[config.mk]
export PLATFORM = sky130hd
export DESIGN_NAME = hs32_memarb
export DESIGN_NICKNAME = d
export VERILOG_FILES = /design/src/rtl/hs32_mem_pkg.sv /design/src/rtl/hs32_starve_ctr.sv /design/src/rtl/hs32_memarb.sv
export SDC_FILE = /design/constraint.sdc
export NUM_CORES = 1
export LEC_CHECK = 0
export BUFFER_PORTS_ARGS = -buffer_cell sky130_fd_sc_hd__buf_2
export CAP_MARGIN = 30
export CORE_ASPECT_RATIO = 0.8
export CORE_MARGIN = 2
export CORE_UTILIZATION = 49
export CTS_CLUSTER_SIZE = 20
export DETAILED_ROUTE_END_ITERATION = 6
export PLACE_DENSITY = 0.86
export SYNTH_ARGS = -nofsm -noshare
export SYNTH_HDL_FRONTEND = slang
export SYNTH_SLANG_ARGS = --single-unit
export TNS_END_PERCENT = 100
[constraint.sdc]
create_clock -name clk -period 2.8 [get_ports clk]
set_clock_uncertainty 0.15 [all_clocks]
set_input_delay 0.56 -clock clk [delete_from_list [all_inputs] [get_ports clk]]
set_output_delay 0.56 -clock clk [all_outputs]
set_load 0.02 [all_outputs]
[src/rtl/hs32_mem_pkg.sv]
// Shared encodings for the hs32 memory arbiter: FSM states, channel ids, rw code.
// Latency: none (types and constants only).
// Backpressure: not applicable.
package hs32_mem_pkg;

  typedef enum logic [1:0] {
    IDLE = 2'd0,
    BUSY = 2'd1,
    DONE = 2'd2
  } state_t;

  localparam logic CH0   = 1'b0;
  localparam logic CH1   = 1'b1;
  localparam logic WRITE = 1'b1;

  // Counter width able to hold 0..max_v; never narrower than one bit.
  function automatic int unsigned cnt_width(input int unsigned max_v);
    return (max_v == 0) ? 1 : $clog2(max_v + 1);
  endfunction

endpackage

[src/rtl/hs32_starve_ctr.sv]
// Saturating count of ch0 grants made while ch1 was waiting.
// Latency: clear/increment take effect on the next rising edge.
// Backpressure: none; at_limit is a level the arbiter samples at grant time.
module hs32_starve_ctr
  import hs32_mem_pkg::*;
#(
  parameter int unsigned STARVE_MAX = 4
) (
  input  logic clk,
  input  logic reset,
  input  logic i_inc,
  input  logic i_clr,
  output logic o_at_limit
);

  localparam int unsigned CW = cnt_width(STARVE_MAX);
  localparam logic [CW-1:0] LIMIT = CW'(STARVE_MAX);

  logic [CW-1:0] r_cnt;

  // Clear wins over increment; the count sticks at LIMIT (stays 0 when disabled).
  always_ff @(posedge clk) begin
    if (reset) begin
      r_cnt <= '0;
    end else if (i_clr) begin
      r_cnt <= '0;
    end else if (i_inc && (r_cnt != LIMIT)) begin
      r_cnt <= r_cnt + CW'(1);
    end
  end

  assign o_at_limit = (STARVE_MAX != 0) && (r_cnt == LIMIT);

endmodule

[src/rtl/hs32_memarb.sv]
// Fair two-channel memory arbiter (ch0 priority, ch1 anti-starvation), one locked bus transaction at a time.
// Latency: req -> valid next cycle; ready in cycle k -> rdyN in k+1, next grant in k+2 (3 cycles best case).
// Backpressure: bus held with valid until ready; requesters wait with req high until their one-cycle rdyN.
module hs32_memarb
  import hs32_mem_pkg::*;
#(
  parameter int unsigned STARVE_MAX = 4
) (
  input  logic        clk,
  input  logic        reset,
  output logic [31:0] addr,
  output logic        rw,
  input  logic [31:0] din,
  output logic [31:0] dout,
  output logic        valid,
  input  logic        ready,
  input  logic [31:0] addr0,
  input  logic        rw0,
  input  logic [31:0] dtw0,
  input  logic        req0,
  output logic [31:0] dtr0,
  output logic        rdy0,
  input  logic [31:0] addr1,
  input  logic        rw1,
  input  logic [31:0] dtw1,
  input  logic        req1,
  output logic [31:0] dtr1,
  output logic        rdy1
);

  state_t      r_state;
  state_t      w_state_nxt;
  logic        r_gnt;
  logic [31:0] r_addr;
  logic        r_rw;
  logic [31:0] r_dout;
  logic        r_valid;
  logic [31:0] r_dtr0;
  logic [31:0] r_dtr1;
  logic        r_rdy0;
  logic        r_rdy1;

  logic w_grant;
  logic w_complete;
  logic w_pick1;
  logic w_at_limit;
  logic w_cnt_inc;
  logic w_cnt_clr;

  // ch1 wins when ch0 is quiet, or when ch0 has been favoured STARVE_MAX times in a row.
  assign w_pick1   = req1 && (!req0 || w_at_limit);
  assign w_cnt_clr = w_grant && (w_pick1 || !req1);
  assign w_cnt_inc = w_grant && !w_pick1 && req1;

  hs32_starve_ctr #(
    .STARVE_MAX (STARVE_MAX)
  ) u_starve (
    .clk        (clk),
    .reset      (reset),
    .i_inc      (w_cnt_inc),
    .i_clr      (w_cnt_clr),
    .o_at_limit (w_at_limit)
  );

  // State register.
  always_ff @(posedge clk) begin
    if (reset) begin
      r_state <= IDLE;
    end else begin
      r_state <= w_state_nxt;
    end
  end

  // Next state; arbitration only in IDLE, so DONE keeps a still-high req from being regranted.
  always_comb begin
    w_state_nxt = r_state;
    w_grant     = 1'b0;
    w_complete  = 1'b0;
    case (r_state)
      IDLE: begin
        if (req0 || req1) begin
          w_grant     = 1'b1;
          w_state_nxt = BUSY;
        end
      end
      BUSY: begin
        if (ready) begin
          w_complete  = 1'b1;
          w_state_nxt = DONE;
        end
      end
      DONE:    w_state_nxt = IDLE;
      default: w_state_nxt = IDLE;
    endcase
  end

  // Bus and return-path registers: latch the winner at grant, return data and pulse rdy at completion.
  always_ff @(posedge clk) begin
    if (reset) begin
      r_gnt   <= CH0;
      r_addr  <= '0;
      r_rw    <= 1'b0;
      r_dout  <= '0;
      r_valid <= 1'b0;
      r_dtr0  <= '0;
      r_dtr1  <= '0;
      r_rdy0  <= 1'b0;
      r_rdy1  <= 1'b0;
    end else begin
      r_rdy0 <= 1'b0;
      r_rdy1 <= 1'b0;
      if (w_grant) begin
        r_gnt   <= w_pick1 ? CH1 : CH0;
        r_addr  <= w_pick1 ? addr1 : addr0;
        r_rw    <= w_pick1 ? rw1 : rw0;
        r_dout  <= w_pick1 ? dtw1 : dtw0;
        r_valid <= 1'b1;
      end
      if (w_complete) begin
        r_valid <= 1'b0;
        if (r_gnt == CH1) begin
          r_dtr1 <= din;
          r_rdy1 <= 1'b1;
        end else begin
          r_dtr0 <= din;
          r_rdy0 <= 1'b1;
        end
      end
    end
  end

  assign addr  = r_addr;
  assign rw    = r_rw;
  assign dout  = r_dout;
  assign valid = r_valid;
  assign dtr0  = r_dtr0;
  assign dtr1  = r_dtr1;
  assign rdy0  = r_rdy0;
  assign rdy1  = r_rdy1;

`ifdef FORMAL
  logic r_f_init;

  // Marks the first clocked cycle so $past is meaningful afterwards.
  always @(posedge clk) begin
    r_f_init <= 1'b1;
  end

  // Invariants: exclusive completion pulses, valid only in BUSY, bus fields stable while valid.
  always @(posedge clk) begin
    assert (!(r_rdy0 && r_rdy1));
    if (r_state != BUSY) assert (!r_valid);
    if (r_f_init && !$past(reset) && $past(r_valid) && r_valid) begin
      assert (r_addr == $past(r_addr));
      assert (r_rw == $past(r_rw));
      assert (r_dout == $past(r_dout));
    end
  end
`endif

endmodule

Yosys cells after proc, flatten, opt, wreduce, memory -nomap -nowiden:

Index checks and enable logic that the tools add are counted.
W data, S select, Z words.

* input port bits: 167
* register bits: 138
* logic and storage cells: 50
* output and inout port bits: 132

* muxes and demuxes: 13
* reduce and logical (&&, ||, !) cells: 18
* equality and inequality tests: 5
* add/sub/neg operators: 1
* bitwise operators: 2

Operator list (number)
* $mux W32: 2
* $mux W1: 8
* $reduce_and A2 Y1: 3
* $reduce_or A2 Y1: 3
* $logic_and A1 B1 Y1: 5
* $mux W2: 2
* $ne A2 B2 Y1 const B: 2
* $pmux W2 S2: 1
* $add A3 B1 Y3 const B: 1
* $eq A3 B3 Y1 const B: 1
* $logic_not A1 Y1: 3
* $logic_or A1 B1 Y1: 3
* $ne A3 B3 Y1 const B: 1
* $eq A2 B1 Y1 const B: 1
* $logic_not A2 Y1: 1
* $not A1 Y1: 2

Longest topological paths before layout:

Gate-level depths: netlist of the first run.

* depth in word-level cells: 7
* depth in mapped cells: 7
* gate-level depth less buffers: 5

By module:

Synthesis of the first run repeated with hierarchy kept, for this count alone.

* cell total of the unflattened synthesis: 712
* area total of the unflattened synthesis: 6078.3 um^2

By module, submodules not included
* hs32_memarb: cells each 694, area an instance 5890.6 um^2, times used 1, sequential area each 2702.6 um^2
* hs32_starve_ctr: cells each 18, area an instance 187.7 um^2, times used 1, sequential area each 60.1 um^2

Worst setup path before layout of the first run:

OpenSTA, ideal clock, no wires.

* path type: input to register
* from: in req0
* to: reg u_starve.r_cnt[2]
* data required time: 2.571 ns
* setup time: 0.079 ns
* buffers on the path: 1
* stages on the path: 4
* setup slack: 0.917 ns
* arrival: 1.654 ns
* cells stage by stage: clkbuf_1 > a21bo_2 > or4_4 > a211oi_2

* word-level cells in the longest chain between the ends: 7
* elaborated cells on any way between the ends: 13
* those cells by class: mux: 2; reduce/logical: 11

Ends and longest elaborated chain
* start: declaration: RTL line hs32_memarb.sv:20 `input logic req0,`
* $logic_not A1 Y1: RTL line hs32_memarb.sv:51 `assign w_pick1 = req1 && (!req0 || w_at_limit);`
* $logic_or A1 B1 Y1: RTL line hs32_memarb.sv:51
* $logic_and A1 B1 Y1: RTL line hs32_memarb.sv:51
* $logic_not A1 Y1: RTL line hs32_memarb.sv:53 `assign w_cnt_inc = w_grant && !w_pick1 && req1;`
* $logic_and A1 B1 Y1 (2 in series): RTL line hs32_memarb.sv:53
* $logic_and A1 B1 Y1: RTL line hs32_starve_ctr.sv:27 `end else if (i_inc && (r_cnt != LIMIT)) begin`
* end signal: assignment: RTL line hs32_starve_ctr.sv:28 `r_cnt <= r_cnt + CW'(1);`
* end: declaration: RTL line hs32_starve_ctr.sv:19 `logic [CW-1:0] r_cnt;`

Parallel ways exist; a longest one is shown, timed or not.
A chain may end at the register's enable or synchronous reset.

Worst setup path after layout of the first run:

* from: reg u_starve.r_cnt[0]
* to: reg r_addr[5] (netlist: addr[5])

* word-level cells in the longest chain between the ends: 4

Ends and longest elaborated chain
* $eq A3 B3 Y1: RTL line hs32_starve_ctr.sv:32 `assign o_at_limit = (STARVE_MAX != 0) && (r_cnt == LIMIT);`
* $logic_or A1 B1 Y1: RTL line hs32_memarb.sv:51
* $logic_and A1 B1 Y1: RTL line hs32_memarb.sv:51
* $mux W32: RTL line hs32_memarb.sv:114 `r_addr <= w_pick1 ? addr1 : addr0;`
* end signal: assignment: RTL line hs32_memarb.sv:114
* end: declaration: RTL line hs32_memarb.sv:34 `logic [31:0] r_addr;`

No other way between the ends.

==> results.ini, run 1 <==
[logic_synthesis]
yosysSeqAreaShare_pct = 48.2
synth_area_leaders = dfxtp_1 (48%), nand4_1 (14%), nand2_1 (8.4%), a31oi_1 (7.1%), o21ai_0 (5.8%)
syn_inst = 716
synthDominantCellAreaShare_pct = 48.2
avgSynthCellArea_um2 = 8.01
yosysTopAreaCell = dfxtp_1
synth-seq-cells = 138
yosys_warnings = 0
ys_types = 33
synth_area_mm2 = 0.00573
syn-num-nets = 885

[final_layout]
final_cell_count_no_fill = 1127
syn_to_final_growth_pct = 36.6
drive_above_1_share_pct = 36.6
nets = 1133

[place]
dp_cells = 1093
dp_hpwl_um = 12500
gp_congestion = 0.836
io_buffers = 298

[routing]
drtPass1Iterations = 5
via_count = 6581
drc = 0
drt_iter0_drc = 587
routed_wl_um = 18900
routedWlPerCell_um = 16.7
avgViaCountPerCell = 5.84
ant_nets = 0

[sta]
fin_crit_sh_pct = 68.1
min_period_ns = 1.91
tightestPinTransition_ns = 0.612
drv_slew = 0
finalHoldViolations = 0
relSlewSlack_pct = 59.2
rsz0062_at_grt = false
setup-tns-final_ns = 0
setup_viol = 0
max_freq_mhz = 525

[critical_path]
crit_fanout = 47
worstPathRequired_ns = 2.98
path_class = reg2reg
reg2regPathDepth = 6
start_kind = flop
end_kind = flop
cp.arrival_ns = 2.08

[global_routing]
grt_max_degree = 98
grt_pass1_vias = 5866
grt_usage_pct = 28.3
grt_overflow = 0
grt_pass1_wl_um = 29000
antenna_found_initial = 2

[power]
power_density_mw_per_mm2 = 647
p_total_mw = 5.07
vdd_drop_max_v = 0.000446
cellLeakagePower_nw = 3.37

[die]
die_w_um = 125
core_area_mm2 = 0.0115
placementRows = 35
io_pins = 299
fp.dieH_um = 101
die_area_mm2 = 0.0126
initial_utilization_pct = 50.0

[clock_network]
root_buffer = clkbuf_16
hold_buffers = 0
cts_setup_buffers = 0
path_clk_slew_ns = 0.06
numCtsBuffers = 17
cts-resized-gates = 0
cts.sinks = 138
htreeDepth = 4
clock_latency_ns = 0.41
cts_tree = done
cts.path.max_buffers = 2

[min_path]
holdPathStages = 3
holdCritPathClass = in2reg

[run]
cap_violations = 0

[run_status]
status = finished clean

[metal layers]
metal	share of wire, %	GRT usage [%]	vias to the layer above
met4	3.2	12.6	0
met2	48	47.2	372
li1	-	-	3142
met5	0	0	-
met1	40	35.2	3021
met3	9.1	6.95	46
[metrics by stage]
stage | instance area, um^2 | util (%) | hold slack [ns] | setup slack, ns
2_1_floorplan | 5730 | - | 0.309 | 0.917
5_1_grt | 7830 | 68.2 | 0.237 | 0.736
4_1_cts | 7820 | 68.2 | 0.232 | 0.868
3_3_place_gp | 7270 | 63.3 | 0.289 | 0.761
6_report | 7830 | 68.2 | 0.241 | 0.894
3_5_place_dp | 7270 | 63.3 | 0.293 | 0.681
[critical path, cell delays in order (launching register included)]
cell,delay (ns)
dfxtp_1,0.37
inv_1,0.06
ha_1,0.23
nand3_2,0.34
buf_12,0.29
nand4_1,0.15
a31oi_1,0.20
[layout make-up]
cell class / instances / area (um^2)
clock inverters: 15 / 130
fillers: 953 / 3640
well taps: 148 / 185
clock buffers: 17 / 425
flip-flops and latches: 138 / 2760
multi-input cells: 484 / 2620
inverters: 5 / 18.8
diodes: 2 / 5.00
repair buffers: 318 / 1680
[cell usage in the layout, fill, tap and decap left out, types with 4 or more instances in the layout]
cell type,count
nand2_1,129
buf_2,297
inv_6,6
a21oi_1,65
clkinvlp_4,4
nand4_1,130
a31oi_1,65
buf_4,18
o21ai_0,67
inv_1,5
clkbuf_16,17
dfxtp_1,138
[power breakdown]
group	internal (mW)	total [mW]	leakage, nW	switching, mW
clock	1.17	2.10	0.263	0.934
combinational	0.295	0.828	1.98	0.534
sequential	2.08	2.14	1.13	0.0605
[synth_stat cells, drive strengths merged]
library cell	count
nand2	129
nand3	1
inv	5
or2	1
nor4	1
nor2b	1
or4	1
a21bo	1
nand2b	1
a31oi	65
clkbuf	70
and4b	1
a21oi	65
dfxtp	138
nor4bb	1
o31ai	1
buf	19
nor2	4
and3	1
nand4b	1
a211oi	4
o21ai	67
a2111oi	1
a21boi	1
ha	2
a221oi	1
and3b	1
nand4bb	1
nand4	130
or3	1
[flip-flops by register name, summed over array words and instances (netlist names)]
register        cells
addr               32
dout               32
dtr0               32
dtr1               32
r_gnt               1
r_state             2
rdy0                1
rdy1                1
rw                  1
u_starve.r_cnt      3
valid               1
[kinds of logic after synthesis]
kind of cell,after synthesis,share of synthesized area (%)
AOI/OAI and AO/OA,206,20.0
adders and majority gates,2,0.436
buffers and inverters,94,6.72
DFF,138,48.2
and+or+nand+nor,276,24.7
[final timing paths]
path,start,end,slack [ns]
max,u_starve.r_cnt[0],addr[5],0.89
min reg2reg,dtr0[3],dtr0[3],0.30
min,din[27],dtr1[27],0.24
max reg2reg,u_starve.r_cnt[0],addr[5],0.89
No activity file was read; power rests on OpenSTA's default activity.
==> inputs of run 2 (changes only) <==
CORE_UTILIZATION = 41   (was 49)
PLACE_DENSITY = 0.77   (was 0.86)
clock period = 1.7 ns   (was 2.8 ns; I/O delays follow)
==> results.ini, run 2 (synthesis gave the netlist of run 1 again) <==
[sta]
finalHoldViolations = 0
relSlewSlack_pct = 80.0
rsz0062_at_grt = true
worst_slack_ns = 0.0678
tightestPinTransition_ns = 0.292
max_freq_mhz = 613
min_period_ns = 1.63
setup-tns-final_ns = 0
setup_viol = 0
drv_slew = 0
fin_crit_sh_pct = 96.0

[clock_network]
root_buffer = clkbuf_16
cts.sinks = 138
cts_tree = done
clock_latency_ns = 0.41
numCtsBuffers = 17
cts.path.max_buffers = 2
path_clk_slew_ns = 0.06
htreeDepth = 4
hold_buffers = 0

[place]
placed_area_mm2 = 0.00755
gp_congestion = 0.846
pre_cts_slack_ns = -0.0288
dp_hpwl_um = 12800
io_buffers = 298

[die]
die_w_um = 136
initial_utilization_pct = 42.2
placementRows = 38
io_pins = 299
fp.dieH_um = 110
die_area_mm2 = 0.0150
core_area_mm2 = 0.0136

[routing]
ant_nets = 0
drtPass1Iterations = 5
drc = 0
avgViaCountPerCell = 5.66
via_count = 6639
routedWlPerCell_um = 16.4
drt_iter0_drc = 483
routed_wl_um = 19300

[critical_path]
cp.arrival_ns = 1.81
path_buf_inv = 1
crit_fanout = 3
end_kind = flop
start_kind = flop
cpPeakStageDelay_ns = 0.41
worstPathRequired_ns = 1.88
crit_slowest_cell = or4_4
crit_family = compound AO/OA/AOI/OAI gates
path_class = reg2reg
path_cells = inv_2 -> ha_4 -> a21bo_4 -> or4_4 -> a211oi_2

[power]
power_frac_comb_pct = 18.2
cellLeakagePower_nw = 3.50
vdd_drop_max_v = 0.000737
p_sw_mw = 2.34
power_density_mw_per_mm2 = 1010
p_int_mw = 5.87
swShare_pct = 28.5
clock_power_share_pct = 38.8
pwr-share-seq_pct = 42.9

[global_routing]
antenna_found_initial = 0
grt_pass1_vias = 5881
grt_overflow = 0
grt_pass1_wl_um = 29500
grt_max_degree = 81
grt_usage_pct = 24.7

[final_layout]
layout_commonest_cell = buf_2
finish.instance_area_mm2 = 0.00814
diodes = 0
drive_above_1_share_pct = 38.0
final_cell_mix = buf_2 (297), dfxtp_1 (136), nand4_1 (130)
nets = 1153
syn_to_final_growth_pct = 42.0

[min_path]
holdCritPathClass = in2reg

[run_status]
status = finished clean

[run]
cap_violations = 0

-- run 2: stage by stage --
| stage | std cells | power, mW | util [%] | hold slack, ns |
|---|---|---|---|---|
| after detailed placement | 1142 | 5.04 | 55.5 | 0.294 |
| after global placement | 1142 | 5.02 | 55.5 | 0.289 |
| after global routing | 1173 | 8.54 | 59.9 | 0.0152 |
| final | 1173 | 8.21 | 59.9 | 0.0238 |
| after CTS | 1170 | 8.23 | 59.2 | 0.00576 |
| after floorplan | 716 | 4.39 | - | 0.302 |
-- run 2: cell type report --
type,instances,area [um^2]
fillers,1221,5460
flip-flops and latches,138,2770
multi-input cells,484,2640
repair buffers,338,1990
clock buffers,20,447
well taps,180,225
clock inverters,8,51.3
inverters,5,18.8
-- run 2: worst reg2reg max path: cells and delay by family (launching register included) --
family	cells	cell delay, ns
buffers and inverters	1	0.05
flip-flops	1	0.34
AO/OA/AOI/OAI	2	0.44
adder cells (fa/ha/maj)	1	0.16
AND/OR/NAND/NOR	1	0.42
-- run 2: worst paths after layout --
path	from	end	cells past startpoint	slack, ns
min reg2reg	dtr1[2]	dtr1[2]	2	0.30
max reg2reg	u_starve.r_cnt[1]	u_starve.r_cnt[2]	5	0.07
max	u_starve.r_cnt[1]	u_starve.r_cnt[2]	5	0.07
min	din[22]	dtr1[22]	3	0.02
-- run 2: power by group through the flow --
stage,clock (mW),sequential [mW],combinational [mW]
CTS,3.25,3.52,1.46
global route,3.37,3.54,1.63
floorplan,0,3.80,0.594
finish,3.19,3.52,1.50
detailed placement,0,3.58,1.45
global placement,0,3.58,1.44
-- run 2: what timing repair did --
| item | 4_1_cts | 5_1_grt |
|---|---|---|
| pin swaps | 1 | 5 |
| gates resized for setup | 1 | 10 |
| endpoints found under the setup margin | 2 | 59 |
| buffers inserted | 0 | 1 |
| gates cloned | 0 | 2 |
-- run 2: layer usage --
| layer | track usage (%) | vias to the layer above | routed length (um) |
|---|---|---|---|
| met2 | 40.7 | 396 | 9050 |
| li1 | - | 3176 | - |
| met3 | 6.22 | 26 | 1870 |
| met5 | 0 | - | 0 |
| met1 | 31.4 | 3041 | 8040 |
| met4 | 8.71 | 0 | 329 |
==> inputs of run 3 (changes only) <==
CORE_UTILIZATION = 49   (was 41)
PLACE_DENSITY = 0.86   (was 0.77)
clock period = 2.1 ns   (was 1.7 ns; I/O delays follow)
==> results.ini, run 3 (synthesis gave the netlist of run 1 again) <==
[critical_path]
start_kind = flop
cp.arrival_ns = 1.98
crit_family = simple AND/OR/NAND/NOR gates
path_buf_inv = 1
worstReg2RegStart = u_starve.r_cnt[0]
worstSetupStartpoint = u_starve.r_cnt[0]
crit_slowest_cell = or4_4
worstPathRequired_ns = 2.28
path_cells = inv_1 -> ha_1 -> a21bo_2 -> or4_4 -> a211oi_2
cpPeakStageDelay_ns = 0.48
path_class = reg2reg
crit_fanout = 4
end_kind = flop

[die]
die_area_mm2 = 0.0126
core_area_mm2 = 0.0115
io_pins = 299
placementRows = 35
die_w_um = 125
initial_utilization_pct = 50.0
fp.dieH_um = 101

[clock_network]
cts.path.max_buffers = 2
htreeDepth = 4
clock_latency_ns = 0.41
path_clk_slew_ns = 0.07
cts_setup_buffers = 0
cts_tree = done
cts.sinks = 138
cts-resized-gates = 0
hold_buffers = 0
root_buffer = clkbuf_16
numCtsBuffers = 17

[sta]
relSlewSlack_pct = 55.6
setup-tns-final_ns = 0
min_period_ns = 1.80
setup_viol = 0
rsz0062_at_grt = false
max_freq_mhz = 557
worst_slack_ns = 0.304
finalHoldViolations = 0
drv_slew = 0
tightestPinTransition_ns = 0.667
fin_crit_sh_pct = 85.5

[final_layout]
layout_commonest_cell = buf_2
final_cell_mix = buf_2 (297), dfxtp_1 (138), nand4_1 (130)
diodes = 0
finish.instance_area_mm2 = 0.00786
nets = 1134
regArea_mm2 = 0.00276
syn_to_final_growth_pct = 37.0
multi_input_area_mm2 = 0.00262
n_fill_cell = 974
drive_above_1_share_pct = 36.7
final_cell_count_no_fill = 1126

[min_path]
min_from = din[5]
holdCritPathClass = in2reg

[global_routing]
antenna_found_initial = 0
grt_pass1_wl_um = 29400
grt_overflow = 0
grt_pass1_vias = 5917
grt_usage_pct = 28.3
grt_max_degree = 107

[power]
swShare_pct = 30.3
cellLeakagePower_nw = 3.38
power_density_mw_per_mm2 = 864
p_total_mw = 6.78
p_int_mw = 4.73
pwr-share-seq_pct = 42.0
vdd_drop_max_v = 0.000622
power_frac_comb_pct = 16.4
clock_power_share_pct = 41.6
p_sw_mw = 2.05

[routing]
avgViaCountPerCell = 5.83
drc = 0
ant_nets = 0
drt_iter0_drc = 451
via_count = 6562
routed_wl_um = 18600
drtPass1Iterations = 5
routedWlPerCell_um = 16.5

[place]
dp_hpwl_um = 12400
pre_cts_slack_ns = 0.249
dp_cells = 1094
placed_area_mm2 = 0.00730
gp_congestion = 0.827
io_buffers = 298

[run]
cap_violations = 0

[run_status]
status = finished clean

run 3: cell types whose count changed in the layout (fill, tap and decap cells not counted), moves of 3 or more:
cell      previous run  this run
buf_12              12         5
buf_4               24        17
clkinv_2             4         1
inv_6                1         7
inv_8                0         3
run 3: cell type report:
class                           instances  share of cell area (%)
Inverter                                5                   0.239
Clock buffer                           17                    5.41
Clock inverter                         15                    1.66
Multi-Input combinational cell        484                    33.3
Tap cell                              148                    2.36
Timing Repair Buffer                  319                    21.8
Sequential cell                       138                    35.2
run 3: per-stage QoR:
stage | util, % | hold slack (ns)
after floorplan | - | 0.309
after global placement | 63.6 | 0.288
after detailed placement | 63.6 | 0.293
after CTS | 68.5 | 0.0875
after global routing | 68.5 | 0.0890
final | 68.5 | 0.101
run 3: power groups by stage:
stage          clock network [mW]  registers (mW)  logic (mW)
3_3_place_gp                    0            2.90        1.10
4_1_cts                      2.86            2.85        1.11
3_5_place_dp                    0            2.90        1.11
2_1_floorplan                   0            3.08       0.481
6_report                     2.82            2.85        1.11
5_1_grt                      2.99            2.87        1.21
run 3: worst reg2reg max path: stages, from the launching register on:
cell      delay (ns)
dfxtp_1         0.36
inv_1           0.06
ha_1            0.22
a21bo_2         0.24
or4_4           0.48
a211oi_2        0.22
run 3: layer usage:
metal | GRT usage (%) | up-vias | wire length, um
li1 | - | 3141 | -
met1 | 35.9 | 3020 | 7500
met2 | 47.2 | 363 | 9060
met3 | 7.27 | 38 | 1600
met4 | 10.2 | 0 | 433
met5 | 0 | - | 0
run 3: worst paths after layout:
check	endpoint	slack, ns	cells past startpoint
max	u_starve.r_cnt[2]	0.30	5
min	dtr1[5]	0.10	3
max reg2reg	u_starve.r_cnt[2]	0.30	5
min reg2reg	dtr0[4]	0.30	2
